## config.mk

```make
export PLATFORM = sky130hd
export DESIGN_NAME = vc_grant_dispatcher
export DESIGN_NICKNAME = d
export VERILOG_FILES = /design/src/rtl/vc_grant_dispatcher.sv
export SDC_FILE = /design/constraint.sdc
export NUM_CORES = 1
export LEC_CHECK = 0
export ABC_AREA = 0
export BUFFER_PORTS_ARGS = -buffer_cell sky130_fd_sc_hd__buf_4
export CAP_MARGIN = 20
export CORE_MARGIN = 2
export CORE_UTILIZATION = 36
export CTS_CLUSTER_SIZE = 16
export DETAILED_ROUTE_END_ITERATION = 16
export PLACE_DENSITY_LB_ADDON = 0.05
export SLEW_MARGIN = 40
export SYNTH_ARGS = -nofsm -noshare
export SYNTH_HDL_FRONTEND = slang
export SYNTH_SLANG_ARGS = --single-unit
```

## constraint.sdc

```tcl
create_clock -name clk -period 2.45 [get_ports clk]
set_input_delay 0.3675 -clock clk [delete_from_list [all_inputs] [get_ports clk]]
set_output_delay 0.3675 -clock clk [all_outputs]
set_load 0.005 [all_outputs]
```

## src/rtl/vc_grant_dispatcher.sv

```systemverilog
// vc_grant_dispatcher
// Consumer side of the QoS VC arbiter. Four per-VC FIFOs are filled by the
// transaction layer; the arbiter's one-hot grant dequeues one entry per cycle
// into a registered valid/ready output stage toward the link layer. Per-VC
// non-empty (req) and full flags are returned combinationally from the counts.

module vc_grant_dispatcher #(
    parameter int DATA_W = 8,
    parameter int DEPTH  = 4,
    parameter int ADDR_W = 2
) (
    input  logic              clk,
    input  logic              reset_L,
    input  logic              wr_en,
    input  logic [1:0]        wr_vc,
    input  logic [DATA_W-1:0] wr_data,
    input  logic [3:0]        grant,
    input  logic              out_ready,
    output logic              out_valid,
    output logic [DATA_W-1:0] out_data,
    output logic [1:0]        out_vc,
    output logic [3:0]        req,
    output logic [3:0]        full,
    output logic              wr_drop,
    output logic              grant_err
);

    localparam int              NUM_VC   = 4;
    localparam logic [ADDR_W:0] FULL_CNT = (ADDR_W + 1)'(DEPTH);

    // FIFO storage and per-VC bookkeeping
    logic [DATA_W-1:0] r_mem    [NUM_VC][DEPTH];
    logic [ADDR_W-1:0] r_wr_ptr [NUM_VC];
    logic [ADDR_W-1:0] r_rd_ptr [NUM_VC];
    logic [ADDR_W:0]   r_count  [NUM_VC];

    // Registered output stage and status pulses
    logic              r_out_valid;
    logic [DATA_W-1:0] r_out_data;
    logic [1:0]        r_out_vc;
    logic              r_wr_drop;
    logic              r_grant_err;

    // Decoded control
    logic       w_grant_onehot;
    logic [1:0] w_grant_vc;
    logic       w_grant_nonempty;
    logic       w_can_load;
    logic       w_pop;
    logic       w_grant_err;
    logic       w_wr_full;
    logic       w_push;
    logic       w_drop;

    // Decode the grant into a VC index and legality flag.
    // NOTE: every signal written in always_comb gets a default first so that
    // no path leaves it unassigned, which would infer a latch.
    always_comb begin
        w_grant_onehot = 1'b0;
        w_grant_vc     = 2'd0;
        case (grant)
            4'b0001: begin w_grant_onehot = 1'b1; w_grant_vc = 2'd0; end
            4'b0010: begin w_grant_onehot = 1'b1; w_grant_vc = 2'd1; end
            4'b0100: begin w_grant_onehot = 1'b1; w_grant_vc = 2'd2; end
            4'b1000: begin w_grant_onehot = 1'b1; w_grant_vc = 2'd3; end
            default: ;
        endcase
    end

    // Pop/push qualification. A full VC still accepts a push when the same
    // cycle pops it, since the pop frees the slot being written.
    always_comb begin
        w_grant_nonempty = (r_count[w_grant_vc] != '0);
        w_can_load       = !r_out_valid || out_ready;
        w_pop            = w_grant_onehot && w_grant_nonempty && w_can_load;
        w_grant_err      = ((grant != 4'b0000) && !w_grant_onehot)
                         || (w_grant_onehot && !w_grant_nonempty);
        w_wr_full        = (r_count[wr_vc] == FULL_CNT);
        w_push           = wr_en && (!w_wr_full || (w_pop && (w_grant_vc == wr_vc)));
        w_drop           = wr_en && !w_push;
    end

    // Payload write port.
    // NOTE: storage has no reset; contents are only observable through a
    // pointer/count pair, and those are reset, so stale data is never read.
    always_ff @(posedge clk) begin
        if (w_push) begin
            r_mem[wr_vc][r_wr_ptr[wr_vc]] <= wr_data;
        end
    end

    // Per-VC pointer and occupancy update.
    // NOTE: sequential state uses non-blocking assignment so every register
    // samples pre-edge values, matching the hardware it describes.
    always_ff @(posedge clk or negedge reset_L) begin
        if (!reset_L) begin
            for (int v = 0; v < NUM_VC; v++) begin
                r_wr_ptr[v] <= '0;
                r_rd_ptr[v] <= '0;
                r_count[v]  <= '0;
            end
        end else begin
            for (int v = 0; v < NUM_VC; v++) begin
                logic push_v;
                logic pop_v;
                push_v = w_push && (wr_vc == 2'(v));
                pop_v  = w_pop && (w_grant_vc == 2'(v));
                if (push_v) begin
                    r_wr_ptr[v] <= r_wr_ptr[v] + 1'b1;
                end
                if (pop_v) begin
                    r_rd_ptr[v] <= r_rd_ptr[v] + 1'b1;
                end
                case ({push_v, pop_v})
                    2'b10:   r_count[v] <= r_count[v] + 1'b1;
                    2'b01:   r_count[v] <= r_count[v] - 1'b1;
                    default: ;
                endcase
            end
        end
    end

    // Output stage: load on pop, retire on accept, hold under backpressure.
    always_ff @(posedge clk or negedge reset_L) begin
        if (!reset_L) begin
            r_out_valid <= 1'b0;
            r_out_data  <= '0;
            r_out_vc    <= 2'd0;
        end else if (w_pop) begin
            r_out_valid <= 1'b1;
            r_out_data  <= r_mem[w_grant_vc][r_rd_ptr[w_grant_vc]];
            r_out_vc    <= w_grant_vc;
        end else if (out_ready) begin
            r_out_valid <= 1'b0;
        end
    end

    // One-cycle status pulses reporting the previous cycle's push and grant.
    always_ff @(posedge clk or negedge reset_L) begin
        if (!reset_L) begin
            r_wr_drop   <= 1'b0;
            r_grant_err <= 1'b0;
        end else begin
            r_wr_drop   <= w_drop;
            r_grant_err <= w_grant_err;
        end
    end

    // Arbiter-facing flags follow the current counts directly.
    always_comb begin
        req  = 4'b0000;
        full = 4'b0000;
        for (int v = 0; v < NUM_VC; v++) begin
            req[v]  = (r_count[v] != '0);
            full[v] = (r_count[v] == FULL_CNT);
        end
    end

    assign out_valid = r_out_valid;
    assign out_data  = r_out_data;
    assign out_vc    = r_out_vc;
    assign wr_drop   = r_wr_drop;
    assign grant_err = r_grant_err;

endmodule

```

==> results.txt, run 1 <==
----------------------------------------------------
[Run status]
  Result of the run ... finished with violations
  Violations in the final reports ... setup timing

[Pwr]
  Reported leakage power ... 3.64 nW
  VDD IR-drop max ... 0.000539 V
  Total power draw ... 9.19 mW
  Total power density per cell area ... 940 nW/um2

[Timing]
  Rel. slew slack ... 61.3%
  Fmax achieved ... 0.371 GHz
  Hold WS ... 0.236 ns
  Worst Slack Setup Final ... -0.244 ns
  Final critical-path required period ... 2.69 ns
  Unrepaired setup endpoints after global routing ... yes
  Clock skew after layout ... 0.00957 ns
  Max-slew violation count ... 0
  Worst-margin pin slew ... 0.580 ns
  Final Hold Violating Endpoints ... 0
  Final-report setup violation count ... 72
  Period utilisation layout ... 110%

[Route]
  Antenna violation net count after detailed routing ... 0
  DRC violation count after routing ... 0
  Average wire per cell in the routed design ... 20.9 um
  Met1 wire length ... 9460 um
  Post-detailed-routing wire length ... 19,100 um
  DR WL met2 ... 8820 um
  Average via count per standard cell ... 5.19
  Number of DRC markers after the initial detailed-route iteration ... 335
  Highest metal layer used by the detailed router ... met4
  Count of vias placed by the detailed router ... 4,744
  Routed wl met3 ... 554 um
  TritonRoute pass-1 iters ... 6

[Cells and area]
  Core occupancy in the finished layout ... 48.8%
  Growth of design area from synthesis to finish ... 34.1%
  Fraction of layout instances using a drive strength above 1 ... 38.5%
  Fill cell count ... 1,793
  Fin nets ... 657
  Final std cell area, no fill ... 9780 um2
  Antenna diodes ... 0

[Yosys]
  Cells after Synth ... 496
  Total standard cell area after synthesis ... 7290 um2
  Synth top area cells ... edfxtp_1 (53%), dfrtp_1 (14%), mux4_2 (5.3%), mux2i_1 (2.5%), xor2_1 (1.9%)
  Synthesized area divided by synthesized cell count ... 14.7 um2
  Part of the Yosys area used for sequential elements ... 66.8%
  Leading cell types by count after synthesis ... edfxtp_1 (128), dfrtp_1 (41), nor2_1 (37), o22ai_1 (22), clkbuf_1 (20)
  Most frequent cell after synthesis ... edfxtp_1
  Post-Synthesis Net Count ... 522
  Proportion of register bits with asynchronous set or reset after synthesis ... 24.3%
  Library cell with the largest summed area after synthesis ... edfxtp_1
  Fraction of post-synthesis cell area in the top cell type by area ... 52.7%
  Number of storage elements in the synthesis netlist ... 169
  Number of enable flip-flop cells after synthesis ... 128
  Yosys cell types ... 54
  Top_reg_cell synth ... edfxtp_1
  Warnings from Yosys ... 0

[Floorplanning]
  Initial Util ... 36.4%
  Overall die height ... 146 um
  Num rows ... 52
  Total die area ... 21,400 um2
  I/O pin total ... 39
  Core Area ... 20,000 um2
  Die boundary width ... 146 um

[GRT]
  Overflow after GRT ... 0
  Via count of the first global-routing pass ... 4,894
  Number of antenna violations at the first check in global routing ... 0
  Largest net degree at the start of global routing ... 42
  Global-route wire length before repair ... 29,500 um
  Total routing resource utilization after global routing ... 18.5%

[Worst setup path]
  Class of the most critical setup path ... register to register
  Count of buffering cells on the critical path with inverters included ... 2
  Data arrival time at the worst-slack endpoint ... 3.04 ns
  Slowest stage cell on the critical path ... dfrtp_1
  Maximum net fanout on the critical path ... 5
  Family with the most delay on the worst path ... compound AO/OA/AOI/OAI gates
  Critical Path Sink Type ... register
  Ordered list of cells on the worst path ... o211ai_1 -> o2111a_1 -> a221o_2 -> buf_6 -> o32a_1 -> ha_4 -> inv_2 -> fa_2 -> xor2_1 -> nor2_1 -> xor2_1
  Most Frequent Cell on Critical Path ... xor2_1
  Delay of the slowest cell on the worst path ... 0.42 ns
  Critical path data required time ... 2.80 ns
  CP Launch Type ... register

[Placed design]
  Number of buffers added on ports ... 38
  Half-perimeter wire length of the detailed placement result ... 12,800 um
  Final weighted congestion in routability-driven placement ... 0.781
  Placement Cell Area ... 8880 um2

[Clock tree]
  Clock input transition at the sequential cells of the worst setup and hold paths ... 0.07 ns
  Insertion delay of the later-clocked pin in the worst-skew pair ... 0.43 ns
  Number of clock sinks ... 169
  # H-tree levels ... 4
  Root buffer cell ... clkbuf_16
  TritonCTS clock tree ... built
  Maximum count of clock buffers along a single path ... 2
  Clock buffer count from CTS ... 17

[Job]
  Reported max-cap violation count ... 0

[Hold path]
  Worst hold path class ... primary input to register

----------------------------------------------------
## per-stage QoR
stage / setup WS, ns / setup TNS (ns) / std cells
finish: -0.244 / -7.41 / 914
detailed placement: -0.959 / -105.24 / 873
floorplan: -0.647 / -36.17 / 496
CTS: -0.244 / -2.84 / 910
global route: -0.349 / -12.89 / 914
global placement: -0.859 / -99.55 / 873
## layer usage
metal / vias up / GRT usage, %
met5: - / 0
met4: 0 / 5.05
met3: 21 / 2.84
met2: 93 / 28.1
met1: 2430 / 27.9
li1: 2200 / -
## registers in the layout, indices dropped and copies added, names as in the netlist
register and flops:
r_mem 128, out_data 8, out_vc 2, out_valid 1, grant_err 1, r_rd_ptr 8, wr_drop 1, r_wr_ptr 8
r_count 12
## area by class of cell
type | count | area, um2 | share of cell area (%)
multi-input combinational | 280 | 2530 | 25.9
inverter | 15 | 56.3 | 0.576
sequential | 169 | 4870 | 49.8
timing repair buffer | 148 | 1380 | 14.1
clock inverter | 15 | 180 | 1.84
tap | 270 | 338 | 3.45
clock buffer | 17 | 425 | 4.35
## tightest hold or removal path: stages
cell and delay, ns:
buf_4 0.08, inv_1 0.06, o2bb2ai_1 0.12
## cell families after synthesis
| family | synth area share (%) |
|---|---|
| buffers and inverters | 2.87 |
| and+or+nand+nor | 9.35 |
| AOI/OAI and AO/OA | 8.24 |
| adders and majority gates | 1.92 |
| DFF | 66.8 |
| muxes | 7.72 |
| xor gates and xnor gates | 3.12 |
## layout by cell type (no fill, tap or decap), types with 3 or more instances in the layout
master and n:
nand2_1 15, nor2b_1 3, buf_12 16, clkbuf_16 17
nor2_4 17, nand3_1 10, buf_4 115, a21oi_1 3
o21ai_0 11, nand2b_1 5, dfrtp_1 40, o22ai_1 22
o32a_1 3, a311oi_1 6, mux2i_1 18, inv_1 11
nor2_1 18, nor3_1 5, nor4_4 4, ha_4 3
inv_8 3, inv_2 4, nand4_1 5, mux4_2 17
a211oi_1 14, inv_6 5, xnor2_1 10, edfxtp_1 128
or3_1 6, xor2_1 16, and3_1 12, fa_2 3
buf_6 15, nor3b_1 10
## power by group
group,leakage (nW),switching (mW),internal [mW]
logic,1.70,1.29,1.31
clock network,0.298,1.23,1.55
registers,1.64,0.285,3.53
total,3.64,2.80,6.39
## what timing repair did
action                     CTS  global route
resized for setup           34            19
hold buffers                 1             0
gates cloned                 0             0
hold endpoints to repair    41             0
pin swaps                   13            12
buffers inserted             4             5
setup endpoints to repair  149           143
## worst paths after layout
kind                             startpoint           to  slack [ns]  cells past startpoint
worst max-delay path             r_count[5]   r_count[8]       -0.24                     11
worst min-delay path              out_ready    out_valid        0.24                      3
worst max register to register   r_count[5]   r_count[8]       -0.24                     11
worst min register to register  r_rd_ptr[1]  r_rd_ptr[1]        0.47                      1
max in group asynchronous           reset_L   r_count[6]        1.57                      2
min in group asynchronous           reset_L   r_count[5]        0.47                      2
Power figures use the tool's default switching activity.
==> run 2, diff against run 1 <==
Settings changed: CORE_UTILIZATION 36 to 25, RECOVER_POWER set to 100.
==> results.txt, run 2 (synthesized netlist as in run 1, its figures left out) <==
----------------------------------------------------
[Run status]
  Result of the run ... finished with violations
  Violations in the final reports ... setup timing

[Worst setup path]
  FF-to-FF path depth ... 11 (unchanged)
  Class of the most critical setup path ... register to register
  Maximum net fanout on the critical path ... 5 (unchanged)
  Critical Path Sink Type ... register
  Data arrival time at the worst-slack endpoint ... 2.94 ns (-0.10 ns)
  Crit Reg-Reg Startpoint ... r_count[3]
  Capture point of the worst path ... r_count[11]
  Endpoint of the worst-slack reg-to-reg timing path ... r_count[11]
  Critical path data required time ... 2.77 ns (-0.03 ns)
  Setup crit start ... r_count[3]
  Internal reg-to-reg setup slack ... -0.18 ns (+0.07 ns)
  CP Launch Type ... register

[Pwr]
  Total internal power ... 6.39 mW (about the same)
  Total power draw ... 9.43 mW (+2.6%)
  Switching Power ... 3.04 mW (+8.4%)
  Fraction of power spent switching nets ... 32.3% (+1.7 points)
  Reported leakage power ... 3.67 nW (+0.78%)
  Clock share of power ... 29.2% (-1.0 points)
  Sequential cell fraction of total power ... 40.8% (-0.7 points)
  Power share of the combinational group ... 30.0% (+1.7 points)
  Total power density per cell area ... 939 nW/um2 (about the same)
  VDD IR-drop max ... 0.000387 V (-28%)

[Cells and area]
  Most common cell after layout, fill and taps aside ... edfxtp_1
  Fraction of layout instances using a drive strength above 1 ... 39.8% (+1.3 points)
  Leading cell types in the layout, fill and taps excluded ... edfxtp_1 (128), buf_4 (103), dfrtp_1 (40)
  Fin nets ... 669 (+1.8%)
  Fill cell count ... 2,837 (+58%)
  Final std cell area, no fill ... 10,000 um2 (+2.7%)
  Antenna diodes ... 0 (unchanged)
  Growth of design area from synthesis to finish ... 37.7%
  Flip-flop count of the largest register after layout ... 128 (unchanged)
  Core occupancy in the finished layout ... 35.0% (-14 points)

[Route]
  TritonRoute pass-1 iters ... 4 (-2)
  Average wire per cell in the routed design ... 20.5 um (-1.9%)
  DRC violation count after routing ... 0 (unchanged)
  Antenna violation net count after detailed routing ... 0 (unchanged)
  Count of vias placed by the detailed router ... 4,795 (+1.1%)
  Post-detailed-routing wire length ... 21,300 um (+12%)
  Number of DRC markers after the initial detailed-route iteration ... 281 (-16%)
  Average via count per standard cell ... 4.61 (-11%)

[GRT]
  Largest net degree at the start of global routing ... 42 (unchanged)
  Total routing resource utilization after global routing ... 14.3% (-4.2 points)
  Overflow after GRT ... 0 (unchanged)
  Global-route wire length before repair ... 32,100 um (+8.7%)
  Number of antenna violations at the first check in global routing ... 0 (unchanged)
  Via count of the first global-routing pass ... 5,068 (+3.6%)

[Hold path]
  Worst hold path class ... primary input to register
  Start point of the worst hold path ... wr_en

[Placed design]
  Final weighted congestion in routability-driven placement ... 0.765 (-2.0%)
  Half-perimeter wire length of the detailed placement result ... 14,600 um (+14%)
  Number of buffers added on ports ... 38 (unchanged)
  Placement Cell Area ... 9040 um2 (+1.7%)

[Timing]
  Fmax achieved ... 0.381 GHz (+2.6%)
  Final critical-path required period ... 2.63 ns (-0.0681 ns)
  Max-slew violation count ... 0 (unchanged)
  Rel. slew slack ... 19.9% (-41 points)
  Hold WS ... 0.262 ns (+0.0260 ns)
  Clock skew after layout ... 0.0130 ns (+0.00341 ns)
  Post-route setup TNS ... -9.11 ns (-1.69 ns)
  Worst-margin pin slew ... 1.20 ns (+0.621 ns)
  Final Hold Violating Endpoints ... 0 (unchanged)
  Period utilisation layout ... 107% (-2.8 points)
  Final-report setup violation count ... 83 (+15%)
  Worst Slack Setup Final ... -0.175 ns (+0.0681 ns)
  Unrepaired setup endpoints after global routing ... yes

[Clock tree]
  Clock input transition at the sequential cells of the worst setup and hold paths ... 0.08 ns (about the same)
  Clock buffer count from CTS ... 17 (unchanged)
  # H-tree levels ... 4 (unchanged)
  TritonCTS clock tree ... built
  Number of clock sinks ... 169 (unchanged)
  Maximum count of clock buffers along a single path ... 2 (unchanged)
  Root buffer cell ... clkbuf_16
  Insertion delay of the later-clocked pin in the worst-skew pair ... 0.43 ns (about the same)

[Floorplanning]
  Initial Util ... 25.4% (-11 points)
  Total die area ... 30,500 um2 (+43%)
  Core Area ... 28,700 um2 (+43%)
  Die boundary width ... 175 um (+19%)
  I/O pin total ... 39 (unchanged)
  Num rows ... 62 (+19%)
  Overall die height ... 175 um (+19%)

[Job]
  Reported max-cap violation count ... 0 (unchanged)

----------------------------------------------------
## run 2: cell types whose count changed in the layout (fill, tap and decap cells not counted), moves of 3 or more
cell and delta:
nor2_1 -3, buf_4 -12, buf_6 -3, inv_2 +4, buf_8 +3, inv_1 -4, clkinv_8 +6, nor2_4 +3
clkbuf_1 +10, clkbuf_4 +12
## run 2: through the flow
| stage | cells | worst slack, ns |
|---|---|---|
| CTS | 1030 | -0.147 |
| global route | 1040 | -0.284 |
| floorplan | 496 | -0.647 |
| global placement | 988 | -0.698 |
| finish | 1040 | -0.175 |
| detailed placement | 988 | -0.801 |
## run 2: what timing repair did
item | 4_1_cts | 5_1_grt
cloned | 0 | 0
pin swaps | 17 | 24
endpoints found under the setup margin | 107 | 143
resized for setup | 32 | 40
hold endpoints to repair | 41 | 0
buffers inserted | 9 | 12
hold buffers | 1 | 0
## run 2: final cells by class
class | instances | area [um2] | area share [%]
timing repair buffer | 160 | 1450 | 14.5
clock buffer | 17 | 425 | 4.24
multi-input combinational | 280 | 2560 | 25.5
inverter | 15 | 56.3 | 0.561
sequential | 169 | 4870 | 48.5
tap | 384 | 480 | 4.79
clock inverter | 15 | 193 | 1.92
## run 2: metal layers
| layer | GRT usage (%) | part of all wire (%) | vias to the layer above |
|---|---|---|---|
| met3 | 2.52 | 2.7 | 6 |
| met1 | 18.4 | 45 | 2478 |
| met2 | 25.3 | 52 | 82 |
| met5 | 0 | 0 | - |
| li1 | - | - | 2229 |
| met4 | 3.13 | 0.63 | 0 |
## run 2: worst max-delay path: stages (launching register included)
cell and delay, ns:
dfrtp_1 0.42, inv_1 0.08, and3_4 0.18, mux4_2 0.52, or3_1 0.37, o41a_1 0.17
ha_4 0.19, inv_2 0.05, fa_2 0.18, xor2_1 0.13, nor2_1 0.08, xor2_1 0.15
## run 2: power by group through the flow
stage	clock, mW	sequential, mW	combinational, mW
after floorplan	0	3.79	1.27
after global placement	0	3.89	2.60
after detailed placement	0	3.90	2.60
after CTS	2.83	3.85	2.72
after global routing	2.94	3.90	3.11
final	2.75	3.84	2.83
## run 2: how the worst min path moves through the flow
stage | endpoint | slack [ns] | cells after the start
after floorplan | grant_err | 0.07 | 0
after global placement | r_wr_ptr[2] | 0.42 | 1
after detailed placement | r_wr_ptr[0] | 0.43 | 1
after CTS | wr_drop | 0.24 | 2
after global routing | wr_drop | 0.25 | 2
final | wr_drop | 0.26 | 2
